File: src/rtl/stack_port_ctrl_if.sv
// Datapath-side handshakes of the stack port sequencer: push channel, pop request
// channel and popped-data return channel.
interface stack_port_ctrl_if #(
  parameter int unsigned DATA_WIDTH = 8
);
  logic                  wr_valid;
  logic [DATA_WIDTH-1:0] wr_data;
  logic                  wr_ready;
  logic                  rd_req_valid;
  logic                  rd_req_ready;
  logic [DATA_WIDTH-1:0] rd_data;
  logic                  rd_data_valid;
  logic                  rd_data_ready;

  modport master (
    output wr_valid, wr_data, rd_req_valid, rd_data_ready,
    input  wr_ready, rd_req_ready, rd_data, rd_data_valid
  );

  modport slave (
    input  wr_valid, wr_data, rd_req_valid, rd_data_ready,
    output wr_ready, rd_req_ready, rd_data, rd_data_valid
  );
endinterface

File: src/rtl/stack_port_ctrl.sv
// Client-side sequencer for the stack controller: arbitrates pushes and pops, drives the
// storage write/read ports and returns popped words over a valid/ready handshake.
module stack_port_ctrl #(
  parameter int unsigned DATA_WIDTH = 8,
  parameter int unsigned ADDR_WIDTH = 4
) (
  input  logic                  clk,
  input  logic                  reset,
  stack_port_ctrl_if.slave      dp,
  output logic                  push,
  output logic                  pop,
  input  logic                  full,
  input  logic                  empty,
  input  logic [ADDR_WIDTH-1:0] w_addr,
  input  logic [ADDR_WIDTH-1:0] r_addr,
  output logic                  mem_we,
  output logic [ADDR_WIDTH-1:0] mem_waddr,
  output logic [DATA_WIDTH-1:0] mem_wdata,
  output logic [ADDR_WIDTH-1:0] mem_raddr,
  input  logic [DATA_WIDTH-1:0] mem_rdata,
  output logic                  busy
);

  typedef enum logic [1:0] {StIdle, StPopRd, StPopOut} state_e;

  state_e                state_q, state_d;
  logic                  last_pop_q, last_pop_d;
  logic [ADDR_WIDTH-1:0] raddr_q, raddr_d;
  logic [DATA_WIDTH-1:0] rd_data_q, rd_data_d;
  logic                  rd_valid_q, rd_valid_d;
  logic                  push_ok, pop_ok;
  logic                  grant_push, grant_pop;

  assign push_ok = dp.wr_valid & ~full;
  assign pop_ok  = dp.rd_req_valid & ~empty;

  always_comb begin
    state_d    = state_q;
    last_pop_d = last_pop_q;
    raddr_d    = raddr_q;
    rd_data_d  = rd_data_q;
    rd_valid_d = rd_valid_q;
    grant_push = 1'b0;
    grant_pop  = 1'b0;
    case (state_q)
      StIdle: begin
        // Round-robin on a tie: last_pop_q=0 hands the grant to pop.
        grant_pop  = ~reset & pop_ok & (~push_ok | ~last_pop_q);
        grant_push = ~reset & push_ok & ~grant_pop;
        if (grant_pop) begin
          raddr_d    = r_addr;
          last_pop_d = 1'b1;
          state_d    = StPopRd;
        end else if (grant_push) begin
          last_pop_d = 1'b0;
        end
      end
      StPopRd: begin
        rd_data_d  = mem_rdata;
        rd_valid_d = 1'b1;
        state_d    = StPopOut;
      end
      StPopOut: begin
        if (rd_valid_q && dp.rd_data_ready) begin
          rd_valid_d = 1'b0;
          state_d    = StIdle;
        end
      end
      default: state_d = StIdle;
    endcase
  end

  always_ff @(posedge clk) begin
    if (reset) begin
      state_q    <= StIdle;
      last_pop_q <= 1'b1;
      raddr_q    <= '0;
      rd_data_q  <= '0;
      rd_valid_q <= 1'b0;
    end else begin
      state_q    <= state_d;
      last_pop_q <= last_pop_d;
      raddr_q    <= raddr_d;
      rd_data_q  <= rd_data_d;
      rd_valid_q <= rd_valid_d;
    end
  end

  assign push             = grant_push;
  assign mem_we           = grant_push;
  assign dp.wr_ready      = grant_push;
  assign pop              = grant_pop;
  assign dp.rd_req_ready  = grant_pop;
  assign mem_waddr        = w_addr;
  assign mem_wdata        = dp.wr_data;
  assign mem_raddr        = raddr_q;
  assign dp.rd_data       = rd_data_q;
  assign dp.rd_data_valid = rd_valid_q;
  assign busy             = (state_q != StIdle);

endmodule

File: src/flat_wrapper.sv
// flat-port wrapper written by rule: the top's interface ports become plain ports
module stack_port_ctrl_flat 
#(
  parameter int unsigned DATA_WIDTH = 8,
  parameter int unsigned ADDR_WIDTH = 4
)
  (clk, reset, push, pop, full, empty, w_addr, r_addr, mem_we, mem_waddr, mem_wdata, mem_raddr, mem_rdata, busy, dp_wr_valid, dp_wr_data, dp_rd_req_valid, dp_rd_data_ready, dp_wr_ready, dp_rd_req_ready, dp_rd_data, dp_rd_data_valid);
  stack_port_ctrl_if #(.DATA_WIDTH(DATA_WIDTH)) dp_i ();
  input  logic clk;
  input  logic reset;
  output logic push;
  output logic pop;
  input  logic full;
  input  logic empty;
  input  logic [ADDR_WIDTH-1:0] w_addr;
  input  logic [ADDR_WIDTH-1:0] r_addr;
  output logic mem_we;
  output logic [ADDR_WIDTH-1:0] mem_waddr;
  output logic [DATA_WIDTH-1:0] mem_wdata;
  output logic [ADDR_WIDTH-1:0] mem_raddr;
  input  logic [DATA_WIDTH-1:0] mem_rdata;
  output logic busy;
  input wire logic [$bits(dp_i.wr_valid)-1:0] dp_wr_valid;
  input wire logic [$bits(dp_i.wr_data)-1:0] dp_wr_data;
  input wire logic [$bits(dp_i.rd_req_valid)-1:0] dp_rd_req_valid;
  input wire logic [$bits(dp_i.rd_data_ready)-1:0] dp_rd_data_ready;
  output wire logic [$bits(dp_i.wr_ready)-1:0] dp_wr_ready;
  output wire logic [$bits(dp_i.rd_req_ready)-1:0] dp_rd_req_ready;
  output wire logic [$bits(dp_i.rd_data)-1:0] dp_rd_data;
  output wire logic [$bits(dp_i.rd_data_valid)-1:0] dp_rd_data_valid;
  assign dp_i.wr_valid = dp_wr_valid;
  assign dp_i.wr_data = dp_wr_data;
  assign dp_i.rd_req_valid = dp_rd_req_valid;
  assign dp_i.rd_data_ready = dp_rd_data_ready;
  assign dp_wr_ready = dp_i.wr_ready;
  assign dp_rd_req_ready = dp_i.rd_req_ready;
  assign dp_rd_data = dp_i.rd_data;
  assign dp_rd_data_valid = dp_i.rd_data_valid;
  stack_port_ctrl #(.DATA_WIDTH(DATA_WIDTH), .ADDR_WIDTH(ADDR_WIDTH)) u_core (.clk(clk), .reset(reset), .dp(dp_i), .push(push), .pop(pop), .full(full), .empty(empty), .w_addr(w_addr), .r_addr(r_addr), .mem_we(mem_we), .mem_waddr(mem_waddr), .mem_wdata(mem_wdata), .mem_raddr(mem_raddr), .mem_rdata(mem_rdata), .busy(busy));
endmodule
File: config.mk
export PLATFORM = sky130hd
export DESIGN_NAME = stack_port_ctrl_flat
export DESIGN_NICKNAME = d
export VERILOG_FILES = /design/src/rtl/stack_port_ctrl_if.sv /design/src/rtl/stack_port_ctrl.sv /design/src/flat_wrapper.sv
export SDC_FILE = /design/constraint.sdc
export NUM_CORES = 1
export LEC_CHECK = 0
export CORE_MARGIN = 4
export CORE_UTILIZATION = 34
export CTS_CLUSTER_SIZE = 8
export DETAILED_ROUTE_END_ITERATION = 8
export GPL_ROUTABILITY_DRIVEN = 0
export GPL_TIMING_DRIVEN = 1
export HOLD_SLACK_MARGIN = 0.15
export PLACE_DENSITY = 0.84
export SLEW_MARGIN = 20
export SYNTH_ARGS = -nofsm -noshare
export SYNTH_HDL_FRONTEND = slang
export SYNTH_SLANG_ARGS = --single-unit
File: constraint.sdc
create_clock -name clk -period 2 [get_ports clk]
set_input_delay 0.4 -clock clk [delete_from_list [all_inputs] [get_ports clk]]
set_output_delay 0.4 -clock clk [all_outputs]
set_load 0.01 [all_outputs]
; Word level (Yosys, flattened, before mapping)
; Index checks and enable logic that the tools add are counted.
[word_totals]
inputBits = 31
elab_cells = 40
reg_bits = 16
[op_classes]
n_mux = 9
bitwise = 13
n_eq_ne = 4
n_reduce_logical = 9
[op_table]
columns = cell, n
row1 = $reduce_and A2 Y1, 4
row2 = $and A1 B1 Y1, 6
row3 = $not A1 Y1, 6
row4 = $pmux W2 S3, 1
row5 = $reduce_bool A2 Y1, 3
row6 = $mux W1, 5
row7 = $mux W2, 2
row8 = $ne A2 B1 Y1 const B, 2
row9 = $eq A2 B1 Y1 const B, 1
row10 = $eq A2 B2 Y1 const B, 1
row11 = $logic_not A2 Y1, 1
row12 = $pmux W1 S2, 1
row13 = $logic_and A1 B1 Y1, 1
row14 = $or A1 B1 Y1, 1

; Longest topological paths before layout
; Gate-level depths: netlist (run 1).
[depth]
word_depth = 9
mapped_depth = 4
mapped_depth_nobuf = 3

; Worst setup path before layout (run 1)
; No wires, ideal clock.
[synth_timing]
kind = register to output
from = register u_core.state_q[1]
to = output port mem_we
path_stages_with_launch = 5
setup_slack_ns = 0.325
arrival_time_ns = 1.275
cell_sequence = dfxtp_1 nor2_1 nand3b_1 a211oi_1 buf_4
[synth_between]
elab_chain_len = 2
[synth_rtl]
columns = element, line_no
row1 = start: declaration, stack_port_ctrl.sv:26  ; state_e state_q, state_d;
row2 = start signal: assignment, stack_port_ctrl.sv:75  ; state_q <= StIdle;
row3 = start signal: assignment, stack_port_ctrl.sv:81  ; state_q <= state_d;
row4 = $logic_not A2 Y1, stack_port_ctrl.sv:45  ; case (state_q)
row5 = $mux W1, stack_port_ctrl.sv:45
row6 = end: declaration, flat_wrapper.sv:17  ; output logic mem_we;
; Every way passes these cells.

; Final worst setup path (run 1)
[layout_timing]
from = register u_core.state_q[1]
to = output port busy
[layout_between]
elab_chain_len = 1
[layout_rtl]
columns = element, line_no
row1 = $reduce_bool A2 Y1, stack_port_ctrl.sv:99  ; assign busy = (state_q != StIdle);
row2 = end: declaration, flat_wrapper.sv:22  ; output logic busy;
; Every way passes these cells.

==> results of run 1 <==
[sequential cells by signal (all words and copies together), names as in the netlist]
name                     count
u_core.last_pop_q            1
u_core.state_q               2
u_core.dp.rd_data            8
u_core.mem_raddr             4
u_core.dp.rd_data_valid      1
[cell type report]
type / count / area (µm²)
repair buffers: 43 / 390
inverters: 2 / 7.51
fillers: 202 / 950
clock buffers: 4 / 36.3
flip-flops and latches: 16 / 320
multi-input cells: 48 / 304
well taps: 27 / 33.8
[synth_stat cells, types with 3 or more instances]
cell / count / share of area [%]
sky130_fd_sc_hd__nand3b_1: 3 / 3.0
sky130_fd_sc_hd__buf_4: 15 / 15
sky130_fd_sc_hd__a21oi_1: 9 / 5.9
sky130_fd_sc_hd__and2b_1: 3 / 3.0
sky130_fd_sc_hd__clkbuf_1: 3 / 1.5
sky130_fd_sc_hd__nand2_1: 17 / 8.4
sky130_fd_sc_hd__mux2_4: 4 / 7.9
sky130_fd_sc_hd__dfxtp_1: 16 / 42
[repair_timing]
item,CTS,global route
hold buffers,0,0
setup buffers,0,1
endpoints found under the setup margin,5,5
gates resized for setup,10,8
pin swaps,2,0
[path summary, 6_finish.rpt]
path                          endpoint  slack, ns  cells past startpoint
setup / recovery                  busy        0.1                      4
hold / removal    u_core.dp.rd_data[1]       0.46                      2
setup reg to reg   u_core.mem_raddr[0]       0.49                      6
hold reg to reg   u_core.dp.rd_data[1]       0.46                      2
[worst max-delay path, cell delays in order, from the launching register on]
cell and delay, ns:
sky130_fd_sc_hd__dfxtp_1 0.41, sky130_fd_sc_hd__nor2_1 0.09, sky130_fd_sc_hd__buf_4 0.14, sky130_fd_sc_hd__inv_1 0.04, sky130_fd_sc_hd__clkdlybuf4s50_1 0.53
[placed cells by master, fill, tap and decap left out, types with 3 or more instances in the layout]
cell	n
sky130_fd_sc_hd__a21oi_1	9
sky130_fd_sc_hd__nand2_1	17
sky130_fd_sc_hd__dfxtp_1	16
sky130_fd_sc_hd__mux2_4	4
sky130_fd_sc_hd__and2b_1	3
sky130_fd_sc_hd__buf_4	6
sky130_fd_sc_hd__nand3b_1	3
sky130_fd_sc_hd__clkbuf_4	3
sky130_fd_sc_hd__clkbuf_2	4
sky130_fd_sc_hd__clkdlybuf4s50_1	32
[logic make-up after synthesis]
group                  after synthesis  synth area share [%]
AO/OA/AOI/OAI                       13                  9.75
buffers and inverters               21                  18.8
flip-flops                          16                  42.3
multiplexers                         4                  7.93
AND/OR/NAND/NOR                     31                  21.2
[metal layers]
metal / global-route usage [%] / wire (µm)
met1: 11.7 / 607
met5: 0 / 0
met4: 6.48 / 16
met3: 6.43 / 232
met2: 23.2 / 874
[stage by stage]
step           setup slack [ns]  hold slack (ns)  power [W]  std cells
2_1_floorplan             0.325            0.436   0.000420         85
4_1_cts                 0.00439            0.462   0.000692        139
5_1_grt                  0.0231            0.479   0.000712        140
3_5_place_dp             -0.367            0.447   0.000474        135
3_3_place_gp             -0.320            0.441   0.000470        135
6_report                 0.0988            0.457   0.000677        140
[power groups by stage]
stage	Sequential, W	Combinational [W]	Clock, W
final	0.000340	0.000125	0.000212
after global routing	0.000342	0.000135	0.000235
after CTS	0.000340	0.000128	0.000225
after detailed placement	0.000347	0.000127	0
after global placement	0.000346	0.000124	0
after floorplan	0.000351	0.0000685	0
==> tab_implementation.tex, run 1 <==
\begin{tabular}{lr}
\hline
Metric & Value \\
\hline
\multicolumn{2}{l}{\textbf{Worst setup path}} \\
Critical path launch point type & register \\
Launching point of the worst reg2reg path & u\_core.state\_q[1] \\
Maximum net fanout on the critical path & 5 \\
Launch point of the worst path & u\_core.state\_q[1] \\
Endpoint class of the critical path & output pin \\
Kind of critical path & register to output pin \\
Critical path data arrival time & 1.50 ns \\
Required time of the critical path & 1.60 ns \\
\multicolumn{2}{l}{\textbf{Clocking}} \\
Number of buffers on the longest clock path & 2 \\
Clock buffer count from CTS & 3 \\
CTS clk-pin slew, worst paths & 0.09 ns \\
Number of clock sinks & 16 \\
Clock insertion delay at the later pin of the skew report & 0.28 ns \\
CTS tree & yes \\
Total number of H-tree levels & 1 \\
Clock root buffer master & sky130\_fd\_sc\_hd\_\_clkbuf\_4 \\
\multicolumn{2}{l}{\textbf{STA}} \\
Setup Total Neg Slack & 0 ns \\
Unrepaired setup endpoints after global routing & false \\
Fin crit share & 95.1\% \\
Final hold violation count & 0 \\
Slew of the pin with the lowest slew margin & 0.538 ns \\
Max Fclk & 526 MHz \\
Worst rel slew slack & 64.1\% \\
Number of pins exceeding their max-slew limit in the final report & 0 \\
Setup-failing EPs final & 0 \\
Largest clock skew in the final design & 0.00186 ns \\
Period minus WS final & 1.90 ns \\
\multicolumn{2}{l}{\textbf{Logic synthesis}} \\
Synthesized instance count & 85 \\
Flip-flop and latch count after synthesis & 16 \\
Ys flop type & sky130\_fd\_sc\_hd\_\_dfxtp\_1 \\
Mapped Area & 757 µm² \\
Cell variety after synth & 18 \\
Post-Syn Nets & approximately 120 \\
Number of enable-type register cells in the synthesized netlist & 0 \\
FFs w/ async S/R, synth & 0\% \\
Mean cell area of the mapped netlist & 8.91 µm² \\
Number of synthesis warnings & 0 \\
Sequential fraction of the synthesis area & between 40\% and 50\% \\
\multicolumn{2}{l}{\textbf{Routing}} \\
WL/cell & 12.4 µm \\
Post-detailed-route via-to-cell ratio & $\sim$4.7 \\
DRT Wirelength & 1730 µm \\
Pre-Repair DR Iteration Count & 2 \\
ANT nets after route & 0 \\
DRC violation count after routing & 0 \\
Vias after detailed routing & 654 \\
Initial detailed-routing violation count & 3 \\
\multicolumn{2}{l}{\textbf{Outcome}} \\
Status & complete, no violations \\
\multicolumn{2}{l}{\textbf{Power}} \\
Internal Power & 0.000522 W \\
Switch Pwr & 0.000155 W \\
Switching share of power & 22.9\% \\
Worst voltage drop across the vdd grid & 0.326 mV \\
Static leakage & 0.437 nW \\
Total power per unit cell area & 620 nW/µm² \\
Clock Power Share & 31.4\% \\
Flop pwr share & 50.1\% \\
Combinational fraction of design power & 18.5\% \\
\multicolumn{2}{l}{\textbf{Final layout}} \\
Design Area, Final & between 1000 and 1500 µm² \\
Area grow syn2layout & 44.3\% \\
Nets & 145 \\
Post-route core utilization & a little over half \\
Share of cells above drive strength 1 & 19.5\% \\
\# diodes & 0 \\
\multicolumn{2}{l}{\textbf{Run}} \\
Max Cap Viol & 0 \\
\multicolumn{2}{l}{\textbf{Worst hold path}} \\
Min-Delay Path Class & register to register \\
Start point of the worst hold path & u\_core.dp.rd\_data[1] \\
\multicolumn{2}{l}{\textbf{GRT}} \\
Residual overflow from global routing & 0 \\
Overall fraction of global-route tracks in use & about an eighth \\
Wire length of the first global-routing pass & 2670 µm \\
Number of global-route vias before repair & roughly 650 \\
Number of antenna violations at the first check in global routing & 0 \\
Pin count of the biggest net entering global routing & 16 \\
\multicolumn{2}{l}{\textbf{Floorplan}} \\
Die boundary height & approximately 55 µm \\
Starting density of the core & 37.1\% \\
Number of primary I/O pins & 62 \\
Die Width & approximately 55 µm \\
Total die area & 3050 µm² \\
Row count & 16 \\
Area of the core region & 2040 µm² \\
\multicolumn{2}{l}{\textbf{Placement}} \\
Port buffer count & 37 \\
HPWL Detailed & 1330 µm \\
Placed standard-cell area & 1060 µm² \\
\hline
\end{tabular}
(Power assumes the default switching activity.)
==> run 2: changes to the inputs <==
Settings changed: CAP_MARGIN set to 20, TNS_END_PERCENT set to 1.
==> run 2 against run 1 <==
Against the previous run: first-iteration DRC count unchanged; cell count decreased by 0.71%; clock power about the same; sequential share of layout area decreased by 0.067 points; fmax decreased by 4.5%; hold slack about the same; total power about the same; sequential power about the same; global-route usage unchanged; critical endpoint is now dp_rd_req_ready; highest routed layer unchanged.
==> tab_implementation.tex, run 2 (same netlist as run 1, synthesis figures left out) <==
\begin{tabular}{lr}
\hline
Metric & Value \\
\hline
\multicolumn{2}{l}{\textbf{Routing}} \\
DRC violation count after routing & 0 \\
ANT nets after route & 0 \\
DRT Wirelength & 1730 µm \\
Vias after detailed routing & around 650 \\
Post-detailed-route via-to-cell ratio & 4.68 \\
Pre-Repair DR Iteration Count & 2 \\
WL/cell & 12.5 µm \\
Initial detailed-routing violation count & 3 \\
\multicolumn{2}{l}{\textbf{Worst setup path}} \\
R2R Path End & u\_core.mem\_raddr[0] \\
Launching point of the worst reg2reg path & u\_core.state\_q[1] \\
Setup slack, reg-to-reg & 0.57 ns \\
Endpoint class of the critical path & output pin \\
Kind of critical path & input pin to output pin \\
Cell depth of the worst flop-to-flop path & 5 \\
Critical path data arrival time & 1.59 ns \\
Critical path launch point type & input pin \\
Maximum net fanout on the critical path & 3 \\
Required time of the critical path & $\sim$1.6 ns \\
\multicolumn{2}{l}{\textbf{Final layout}} \\
Most common cell after layout, fill and taps aside & sky130\_fd\_sc\_hd\_\_clkdlybuf4s50\_1 \\
\# diodes & 0 \\
Flip-flop count of the largest register after layout & 8 \\
Nets & around 140 \\
Design Area, Final & 1090 µm² \\
Share of cells above drive strength 1 & between 15 and 20\% \\
Most used cells in the layout excluding fill and tap cells & 32 x sky130\_fd\_sc\_hd\_\_clkdlybuf4s50\_1, 17 x sky130\_fd\_sc\_hd\_\_nand2\_1, 16 x sky130\_fd\_sc\_hd\_\_dfxtp\_1, 9 x sky130\_fd\_sc\_hd\_\_a21oi\_1, 5 x sky130\_fd\_sc\_hd\_\_buf\_4 \\
Number of cells in the finished layout apart from fillers & 139 \\
Area grow syn2layout & 44.6\% \\
\multicolumn{2}{l}{\textbf{Clocking}} \\
Number of clock sinks & 16 \\
Total number of H-tree levels & 1 \\
Number of buffers on the longest clock path & 2 \\
Clock buffer count from CTS & 3 \\
CTS clk-pin slew, worst paths & 0.09 ns \\
Clock root buffer master & sky130\_fd\_sc\_hd\_\_clkbuf\_4 \\
CTS tree & yes \\
Clock insertion delay at the later pin of the skew report & between 0.2 and 0.3 ns \\
Number of post-CTS setup repair buffers & 0 \\
Hold bufs inserted after CTS & 0 \\
\multicolumn{2}{l}{\textbf{Worst hold path}} \\
Min-Delay Path Depth & 2 \\
Start point of the worst hold path & u\_core.dp.rd\_data[1] \\
Hold Path Sink & u\_core.dp.rd\_data[1] \\
Min-Delay Path Class & register to register \\
\multicolumn{2}{l}{\textbf{Floorplan}} \\
Number of primary I/O pins & 62 \\
Die Width & 55.2 µm \\
Die boundary height & 55.2 µm \\
Row count & 16 \\
Area of the core region & 2040 µm² \\
Starting density of the core & 37.1\% \\
Total die area & 3050 µm² \\
\multicolumn{2}{l}{\textbf{STA}} \\
Fin crit share & between 90 and 100\% \\
Largest clock skew in the final design & between 0.0015 and 0.002 ns \\
Worst rel slew slack & 64.1\% \\
Slew of the pin with the lowest slew margin & 0.538 ns \\
Final hold violation count & 0 \\
Number of pins exceeding their max-slew limit in the final report & 0 \\
Unrepaired setup endpoints after global routing & true \\
Period minus WS final & 1.99 ns \\
Worst path setup slack after routing & 0.0100 ns \\
Setup-failing EPs final & 0 \\
Max Fclk & 503 MHz \\
\multicolumn{2}{l}{\textbf{Power}} \\
Static leakage & 0.431 nW \\
Worst voltage drop across the vdd grid & 0.326 mV \\
Total power per unit cell area & 618 nW/µm² \\
\multicolumn{2}{l}{\textbf{GRT}} \\
Wire length of the first global-routing pass & 2670 µm \\
Residual overflow from global routing & 0 \\
Number of antenna violations at the first check in global routing & 0 \\
Number of global-route vias before repair & 653 \\
Overall fraction of global-route tracks in use & 12.8\% \\
Pin count of the biggest net entering global routing & 16 \\
\multicolumn{2}{l}{\textbf{Placement}} \\
Port buffer count & 37 \\
Setup slack after placement & -0.367 ns \\
Cell total after placement & 135 \\
Placed standard-cell area & approximately 1100 µm² \\
HPWL Detailed & 1330 µm \\
\multicolumn{2}{l}{\textbf{Run}} \\
Max Cap Viol & 0 \\
\multicolumn{2}{l}{\textbf{Outcome}} \\
Status & complete, no violations \\
\hline
\end{tabular}
run 2: cell type report:
| class | count | area [µm²] |
|---|---|---|
| fillers | 203 | 947 |
| repair buffers | 42 | 393 |
| flip-flops and latches | 16 | 320 |
| multi-input cells | 48 | 304 |
| clock buffers | 4 | 36.3 |
| well taps | 27 | 33.8 |
| inverters | 2 | 7.51 |
run 2: stage by stage:
step,util [%],hold slack [ns],power (W),TNS (ns)
floorplan,-,0.436,0.000420,0
CTS,54.2,0.462,0.000692,-0.0113
finish,53.6,0.457,0.000677,0
global route,53.6,0.479,0.000712,-0.107
global placement,52.1,0.441,0.000470,-1.44
detailed placement,52.1,0.447,0.000474,-1.67
run 2: repair_timing:
item,CTS,global route
endpoints found under the setup margin,5,5
resized for setup,9,6
pin swaps,2,1
run 2: power breakdown:
part / internal, W / switching (W) / leakage [nW]
combinational: 0.0000796 / 0.0000454 / 0.280
clock: 0.000111 / 0.000102 / 0.0210
sequential: 0.000332 / 0.00000758 / 0.130
run 2: worst max-delay path, cell delays in order:
cell and delay (ns):
sky130_fd_sc_hd__clkdlybuf4s50_1 0.43, sky130_fd_sc_hd__nor3b_2 0.28, sky130_fd_sc_hd__and3_4 0.24, sky130_fd_sc_hd__clkdlybuf4s15_1 0.23
run 2: worst max-delay path by stage:
stage / start / end / slack, ns / depth (start not counted)
2_1_floorplan: u_core.state_q[1] / mem_we / 0.32 / 4
3_3_place_gp: full / dp_wr_ready / -0.32 / 4
3_5_place_dp: full / dp_wr_ready / -0.37 / 4
4_1_cts: empty / pop / -0.01 / 4
5_1_grt: reset / dp_rd_req_ready / -0.08 / 4
6_report: reset / dp_rd_req_ready / 0.01 / 4
run 2: metal layers:
layer | share of wire [%] | vias to the layer above | GRT usage, %
met2 | 50 | 41 | 23.2
met1 | 35 | 287 | 11.7
met4 | 0.92 | 0 | 6.48
met3 | 13 | 6 | 6.43
met5 | 0 | - | 0
li1 | - | 317 | -
